$ cat src/rtl/multichannel_beamsum_if.sv
// multichannel_beamsum_if: start/length/mask controls, channel RAM read port and summed-output stream of the beam summer.
//   slave  : seen by multichannel_beamsum (takes controls and channel data, drives reads and results)
//   master : seen by the controller / testbench side
interface multichannel_beamsum_if #(
    parameter int NCH = 8,
    parameter int DW  = 32,
    parameter int AW  = 10
);
    localparam int OW = DW + $clog2(NCH);
    logic                  start;
    logic [AW:0]           len;
    logic [NCH-1:0]        ch_mask;
    logic [NCH-1:0]        ch_done;
    logic                  rd_en;
    logic [AW-1:0]         rd_addr;
    logic [NCH*DW-1:0]     ch_data;
    logic signed [OW-1:0]  sum_out;
    logic                  sum_valid;
    logic                  sum_ready;
    logic                  busy;
    logic                  done;
    modport slave (
        input  start, len, ch_mask, ch_done, ch_data, sum_ready,
        output rd_en, rd_addr, sum_out, sum_valid, busy, done
    );
    modport master (
        output start, len, ch_mask, ch_done, ch_data, sum_ready,
        input  rd_en, rd_addr, sum_out, sum_valid, busy, done
    );
endinterface

$ cat src/rtl/multichannel_beamsum.sv
// multichannel_beamsum: reads len words from NCH channel RAMs, sums enabled channels through a pipelined adder tree, streams sums via a FWFT FIFO.
//   clk, rst : single clock, synchronous active-high reset
//   bus      : multichannel_beamsum_if.slave (start/len/ch_mask/ch_done in, rd_en/rd_addr out,
//              ch_data in, sum_out/sum_valid out with sum_ready in, busy/done status out)
module multichannel_beamsum #(
    parameter int NCH        = 8,
    parameter int DW         = 32,
    parameter int AW         = 10,
    parameter int RD_LAT     = 1,
    parameter int FIFO_DEPTH = 8
) (
    input  logic                  clk,
    input  logic                  rst,
    multichannel_beamsum_if.slave bus
);
    localparam int CL  = $clog2(NCH);
    localparam int TL  = (CL < 1) ? 1 : CL;
    localparam int OW  = DW + CL;
    localparam int NP  = 1 << TL;
    localparam int PL  = RD_LAT + TL;
    localparam int FAW = $clog2(FIFO_DEPTH);
    // inflight + fifo count can reach 2*FIFO_DEPTH transiently, so two spare bits
    localparam int CW  = FAW + 2;

    typedef enum logic [2:0] {IDLE, WAITCH, ISSUE, DRAIN, FINISH} state_t;

    state_t               state_q;
    logic [AW:0]          len_q;
    logic [NCH-1:0]       mask_q;
    logic                 rd_en_q;
    logic [AW-1:0]        rd_addr_q;
    logic                 done_q;
    logic [CW-1:0]        inflight_q, inflight_d, cnt_q, cnt_d;
    logic [PL-1:0]        vld_q;
    logic [FAW-1:0]       wr_ptr_q, rd_ptr_q;
    logic signed [OW-1:0] mem_q [FIFO_DEPTH];
    logic signed [OW-1:0] tree_q [1:NP-1];
    logic signed [OW-1:0] lv [1:2*NP-1];
    logic [NP*DW-1:0]     data_pad;
    logic [NP-1:0]        mask_pad;
    logic                 push, pop, credit_ok, last_rd, ch_ready;

    assign push       = vld_q[PL-1];
    assign pop        = (cnt_q != '0) && bus.sum_ready;
    assign inflight_d = inflight_q + CW'(rd_en_q) - CW'(push);
    assign cnt_d      = cnt_q + CW'(push) - CW'(pop);
    // Evaluated on next-cycle occupancy because rd_en is registered
    assign credit_ok  = (inflight_d + cnt_d) < CW'(FIFO_DEPTH);
    assign last_rd    = {1'b0, rd_addr_q} == len_q - (AW+1)'(1);
    assign ch_ready   = &(bus.ch_done | ~mask_q);

    assign bus.rd_en     = rd_en_q;
    assign bus.rd_addr   = rd_addr_q;
    assign bus.done      = done_q;
    assign bus.busy      = state_q != IDLE;
    assign bus.sum_valid = cnt_q != '0;
    assign bus.sum_out   = (cnt_q == '0) ? '0 : mem_q[rd_ptr_q];

    always_ff @(posedge clk) begin
        if (rst) begin
            state_q   <= IDLE;
            len_q     <= '0;
            mask_q    <= '0;
            rd_en_q   <= 1'b0;
            rd_addr_q <= '0;
            done_q    <= 1'b0;
        end else begin
            done_q <= 1'b0;
            case (state_q)
                IDLE: if (bus.start) begin
                    len_q   <= bus.len;
                    mask_q  <= bus.ch_mask;
                    state_q <= WAITCH;
                end
                WAITCH: if (len_q == '0) begin
                    state_q <= FINISH;
                    done_q  <= 1'b1;
                end else if (ch_ready) begin
                    state_q <= ISSUE;
                    rd_en_q <= credit_ok;
                end
                ISSUE: if (rd_en_q && last_rd) begin
                    state_q   <= DRAIN;
                    rd_en_q   <= 1'b0;
                    rd_addr_q <= '0;
                end else begin
                    rd_en_q   <= credit_ok;
                    rd_addr_q <= rd_addr_q + AW'(rd_en_q);
                end
                DRAIN: if (inflight_d == '0 && cnt_d == '0) begin
                    state_q <= FINISH;
                    done_q  <= 1'b1;
                end
                FINISH: state_q <= IDLE;
                default: state_q <= IDLE;
            endcase
        end
    end

    // Leaves: masked or padding channels become zero, live ones sign-extended to OW
    always_comb begin
        data_pad = (NP*DW)'(bus.ch_data);
        mask_pad = NP'(mask_q);
        for (int i = 1; i < NP; i++) lv[i] = tree_q[i];
        for (int i = 0; i < NP; i++) lv[NP+i] = mask_pad[i] ? OW'(signed'(data_pad[i*DW +: DW])) : '0;
    end

    // Heap-ordered tree: node i sums children 2i, 2i+1; root tree_q[1] is TL registers past the leaves
    always_ff @(posedge clk) begin
        for (int i = 1; i < NP; i++) tree_q[i] <= lv[2*i] + lv[2*i+1];
    end

    always_ff @(posedge clk) begin
        if (push) mem_q[wr_ptr_q] <= tree_q[1];
    end

    always_ff @(posedge clk) begin
        if (rst) begin
            vld_q      <= '0;
            inflight_q <= '0;
            cnt_q      <= '0;
            wr_ptr_q   <= '0;
            rd_ptr_q   <= '0;
        end else begin
            vld_q      <= {vld_q[PL-2:0], rd_en_q};
            inflight_q <= inflight_d;
            cnt_q      <= cnt_d;
            wr_ptr_q   <= wr_ptr_q + FAW'(push);
            rd_ptr_q   <= rd_ptr_q + FAW'(pop);
        end
    end
endmodule

$ cat src/flat_wrapper.sv
// flat-port wrapper written by rule: the top's interface ports become plain ports
module multichannel_beamsum_flat 
#(
    parameter int NCH        = 8,
    parameter int DW         = 32,
    parameter int AW         = 10,
    parameter int RD_LAT     = 1,
    parameter int FIFO_DEPTH = 8
)
  (clk, rst, bus_start, bus_len, bus_ch_mask, bus_ch_done, bus_ch_data, bus_sum_ready, bus_rd_en, bus_rd_addr, bus_sum_out, bus_sum_valid, bus_busy, bus_done);
  multichannel_beamsum_if #(.NCH(NCH), .DW(DW), .AW(AW)) bus_i ();
  input  logic clk;
  input  logic rst;
  input wire logic [$bits(bus_i.start)-1:0] bus_start;
  input wire logic [$bits(bus_i.len)-1:0] bus_len;
  input wire logic [$bits(bus_i.ch_mask)-1:0] bus_ch_mask;
  input wire logic [$bits(bus_i.ch_done)-1:0] bus_ch_done;
  input wire logic [$bits(bus_i.ch_data)-1:0] bus_ch_data;
  input wire logic [$bits(bus_i.sum_ready)-1:0] bus_sum_ready;
  output wire logic [$bits(bus_i.rd_en)-1:0] bus_rd_en;
  output wire logic [$bits(bus_i.rd_addr)-1:0] bus_rd_addr;
  output wire logic [$bits(bus_i.sum_out)-1:0] bus_sum_out;
  output wire logic [$bits(bus_i.sum_valid)-1:0] bus_sum_valid;
  output wire logic [$bits(bus_i.busy)-1:0] bus_busy;
  output wire logic [$bits(bus_i.done)-1:0] bus_done;
  assign bus_i.start = bus_start;
  assign bus_i.len = bus_len;
  assign bus_i.ch_mask = bus_ch_mask;
  assign bus_i.ch_done = bus_ch_done;
  assign bus_i.ch_data = bus_ch_data;
  assign bus_i.sum_ready = bus_sum_ready;
  assign bus_rd_en = bus_i.rd_en;
  assign bus_rd_addr = bus_i.rd_addr;
  assign bus_sum_out = bus_i.sum_out;
  assign bus_sum_valid = bus_i.sum_valid;
  assign bus_busy = bus_i.busy;
  assign bus_done = bus_i.done;
  multichannel_beamsum #(.NCH(NCH), .DW(DW), .AW(AW), .RD_LAT(RD_LAT), .FIFO_DEPTH(FIFO_DEPTH)) u_core (.clk(clk), .rst(rst), .bus(bus_i));
endmodule
$ cat config.mk
export PLATFORM = sky130hd
export DESIGN_NAME = multichannel_beamsum_flat
export DESIGN_NICKNAME = d
export VERILOG_FILES = /design/src/rtl/multichannel_beamsum_if.sv /design/src/rtl/multichannel_beamsum.sv /design/src/flat_wrapper.sv
export SDC_FILE = /design/constraint.sdc
export NUM_CORES = 1
export LEC_CHECK = 0
export BUFFER_PORTS_ARGS = -buffer_cell sky130_fd_sc_hd__buf_4
export CORE_UTILIZATION = 40
export DETAILED_ROUTE_END_ITERATION = 10
export PLACE_DENSITY = 0.67
export SYNTH_ARGS = -nofsm -noshare
export SYNTH_HDL_FRONTEND = slang
export SYNTH_SLANG_ARGS = --single-unit
$ cat constraint.sdc
create_clock -name clk -period 4.05 [get_ports clk]
set_input_delay 0.2025 -clock clk [delete_from_list [all_inputs] [get_ports clk]]
set_output_delay 0.2025 -clock clk [all_outputs]
set_load 0.02 [all_outputs]
==> flow_summary.ini <==
[sta]
tightest_slew_ns = 1.08
max_clock_freq_mhz = 289
finalSetupTns_ns = 0
report.final.slew_viol_count = 0
finalHoldViolCount = 0
relSlewSlack_pct = 28.1
setup_viol = 0
timing.final.crit_period_ns = 3.46
fin_skew_ns = 0.0456
whs_ns = 0.0253
period_share_pct = 85.5
rsz0062_at_grt = false

[cts]
cts.reportedPaths.clkPinSlew_ns = 0.06
post_cts_buffers = 0
cts_buffers = 61
clock_sinks = 579
max-clock-path-buffers = 3
cts_root_buf = clkbuf_16
cts_tree = built
clock_latency_ns = 0.65
htree_levels = 2

[logic_synthesis]
synth_area_mm2 = 0.0313
yosys-top-cells-area = edfxtp_1 (27%), dfxtp_1 (19%), ha_1 (10%)
netlist_instances = 2883
synthDistinctLibCells = 84
yosysWarnings = 0
synthTopCellsByCount = dfxtp_1 (299), edfxtp_1 (280), and2_1 (264), ha_1 (249), a21oi_1 (211)
synth_nets = 3428
yosysSeqAreaShare_pct = 46.0
ys_seq_elements = 579
yosysTopAreaCellShare_pct = 26.9
synth.largest_area_cell = edfxtp_1
synth_most_common_cell = dfxtp_1
synth-async-reset-ratio_pct = 0
avgSynthCellArea_um2 = 10.8
synth_ff_type = dfxtp_1
synth_edf_count = 280

[routing]
wire_per_inst_um = 17.8
first_pass_iters = 5
top_layer_used = met4
drt_iter0_markers = 1374
via_per_inst = 5.16
vias = 22500
dr_wl_met2_um = 36700
ant_nets = 1
wl_met3_um = 3560
drc_errors = 0
totalWireLength_um = 77900
wl_met1_um = 35500

[pwr]
p_int_mw = 12.8
pwr-share-seq_pct = 42.6
powerDensity_mw_per_mm2 = 496
switching_power_mw = 5.78
p_leak_nw = 16.0
swShare_pct = 31.0
ir_worst_vdd_uv = 403
p_comb_share_pct = 26.3
clockPowerShare_pct = 31.1

[cells_and_area]
fin_area_mm2 = 0.0375
drive_gt1_share_pct = 17.9
final_util_pct = 48.5
nets = 3810
stdcell_count = 4364
syn_to_final_growth_pct = 19.9

[critical_path]
startpoint_type = register
end_kind = register
crit_family = compound AO/OA/AOI/OAI gates
path_buf_inv = 2
path_class = reg2reg
arrival_ns = 3.98
critPathRequiredTime_ns = 4.57
cp_max_fo = 32
crit_chain = buf_4 -> and2_1 -> inv_1 -> fa_1 -> nor2b_1 -> o21ai_1 -> a21boi_0 -> o31ai_1 -> o211ai_1 -> a31oi_1 -> a21oi_1 -> a41o_1 -> nor2_1 -> xnor2_1
slowest_stage = fa_1
critPathMaxStageDelay_ns = 0.43

[run_status]
violations = antenna violations
status = finished, violations left

[flow_run]
max_cap_viol_count = 0

[die]
fp.coreArea_mm2 = 0.0773
chipWidth_um = 282
rows = 102
die_height_um = 282
die-area_mm2 = 0.0793
ios = 336
initial_core_util_pct = 40.4

[placement]
gp_congestion = 0.914
place_inst = 4218
dp_hpwl_um = 59300
dpl_cell_area_mm2 = 0.0351
io_buffer_count = 335

[worst_hold_path]
hold_class = in2reg

[global_routing]
gr-usage-all-layers_pct = 19.6
grt_max_degree = 51
grt_pass1_vias = 22000
antenna_found_initial = 4
grt_pass1_wl_um = 121000
globalRouteOverflowTotal = 0
## cells in the final DEF, fill, tap and decap left out, types with 10 or more instances in the layout
master	Yosys	routed
nand2b_1	33	33
o211ai_1	11	11
edfxtp_1	280	280
o21a_1	47	47
o31a_1	11	11
a31oi_1	24	24
and3_1	30	30
buf_4	1	360
mux2i_1	37	37
dlygate4sd3_1	0	24
or3_1	11	11
nor2_1	200	194
dfxtp_1	299	296
clkbuf_16	0	61
nor2b_1	46	46
a21oi_1	211	211
o21ai_0	101	101
a21o_1	95	95
and2_1	264	264
mux4_2	70	70
a211oi_1	22	22
o21ai_1	11	11
clkinvlp_4	0	10
xor2_1	62	62
nand3_1	37	37
o21bai_1	26	26
inv_1	105	105
nor3_1	49	47
xnor2_1	160	160
ha_1	249	249
nand2_1	154	154
## per-layer routing
layer	vias to the layer above	track usage [%]
met4	0	6.05
met5	-	0
met3	90	2.33
met1	10700	26.3
li1	11200	-
met2	518	32.8
## worst paths after layout
check	start	to	slack, ns	depth (start not counted)
hold / removal	bus_ch_data[160]	u_core.tree_q[6][0]	0.03	3
hold reg to reg	u_core.vld_q[2]	u_core.vld_q[3]	0.43	1
setup / recovery	u_core.mask_pad[2]	u_core.tree_q[5][30]	0.59	14
setup reg to reg	u_core.mask_pad[2]	u_core.tree_q[5][30]	0.59	14
## worst register-to-register path, stage by stage, from the launching register on
cell      delay, ns
dfxtp_1        0.34
buf_4          0.28
and2_1         0.23
inv_1          0.07
fa_1           0.43
nor2b_1        0.14
o21ai_1        0.08
a21boi_0       0.38
o31ai_1        0.19
o211ai_1       0.34
a31oi_1        0.18
a21oi_1        0.23
a41o_1         0.26
nor2_1         0.07
xnor2_1        0.12
## metrics by stage
stage / worst slack [ns] / power [mW]
after floorplan: 0.681 / 11.1
after global placement: 0.682 / 12.9
after detailed placement: 0.585 / 12.9
after CTS: 0.586 / 18.8
after global routing: 0.249 / 19.6
final: 0.587 / 18.6
## registers in the layout, indices dropped and copies added (netlist names)
register and cells:
u_core.bus.done 1, u_core.bus.rd_addr 10, u_core.bus.rd_en 1, u_core.cnt_q 5, u_core.inflight_q 5, u_core.len_q 11, u_core.mask_pad 8, u_core.mem_q 280
u_core.rd_ptr_q 3, u_core.state_q 3, u_core.tree_q 245, u_core.vld_q 4, u_core.wr_ptr_q 3
## final cells by class
type                       count  area, um^2
inverter                     105         394
sequential                   579       14400
multi-input combinational   2132       16200
clock inverter                37         482
clock buffer                  77        1660
tap                         1040        1300
antenna                        8        20.0
timing repair buffer         386        2980
fill                        7097       39900
## cells by family after synthesis
group / synth area share, %
buf+inv: 2.08
compound gates: 14.2
mux: 6.30
xor+xnor: 6.22
flops: 46.0
fa+ha+maj: 10.5
simple gates: 14.7
## power by group through the flow
stage	Combinational [mW]	Sequential [mW]	Clock, mW
floorplan	3.47	7.62	0
global placement	4.84	8.04	0
detailed placement	4.88	8.07	0
CTS	4.93	7.94	5.92
global route	5.38	8.03	6.16
finish	4.89	7.93	5.79
## repair_timing
action,4_1_cts,5_1_grt
setup endpoints to repair,0,0
hold buffers,24,0
gates resized for setup,0,0
hold endpoints to repair,21,0
No activity file was read; power rests on OpenSTA's default activity.
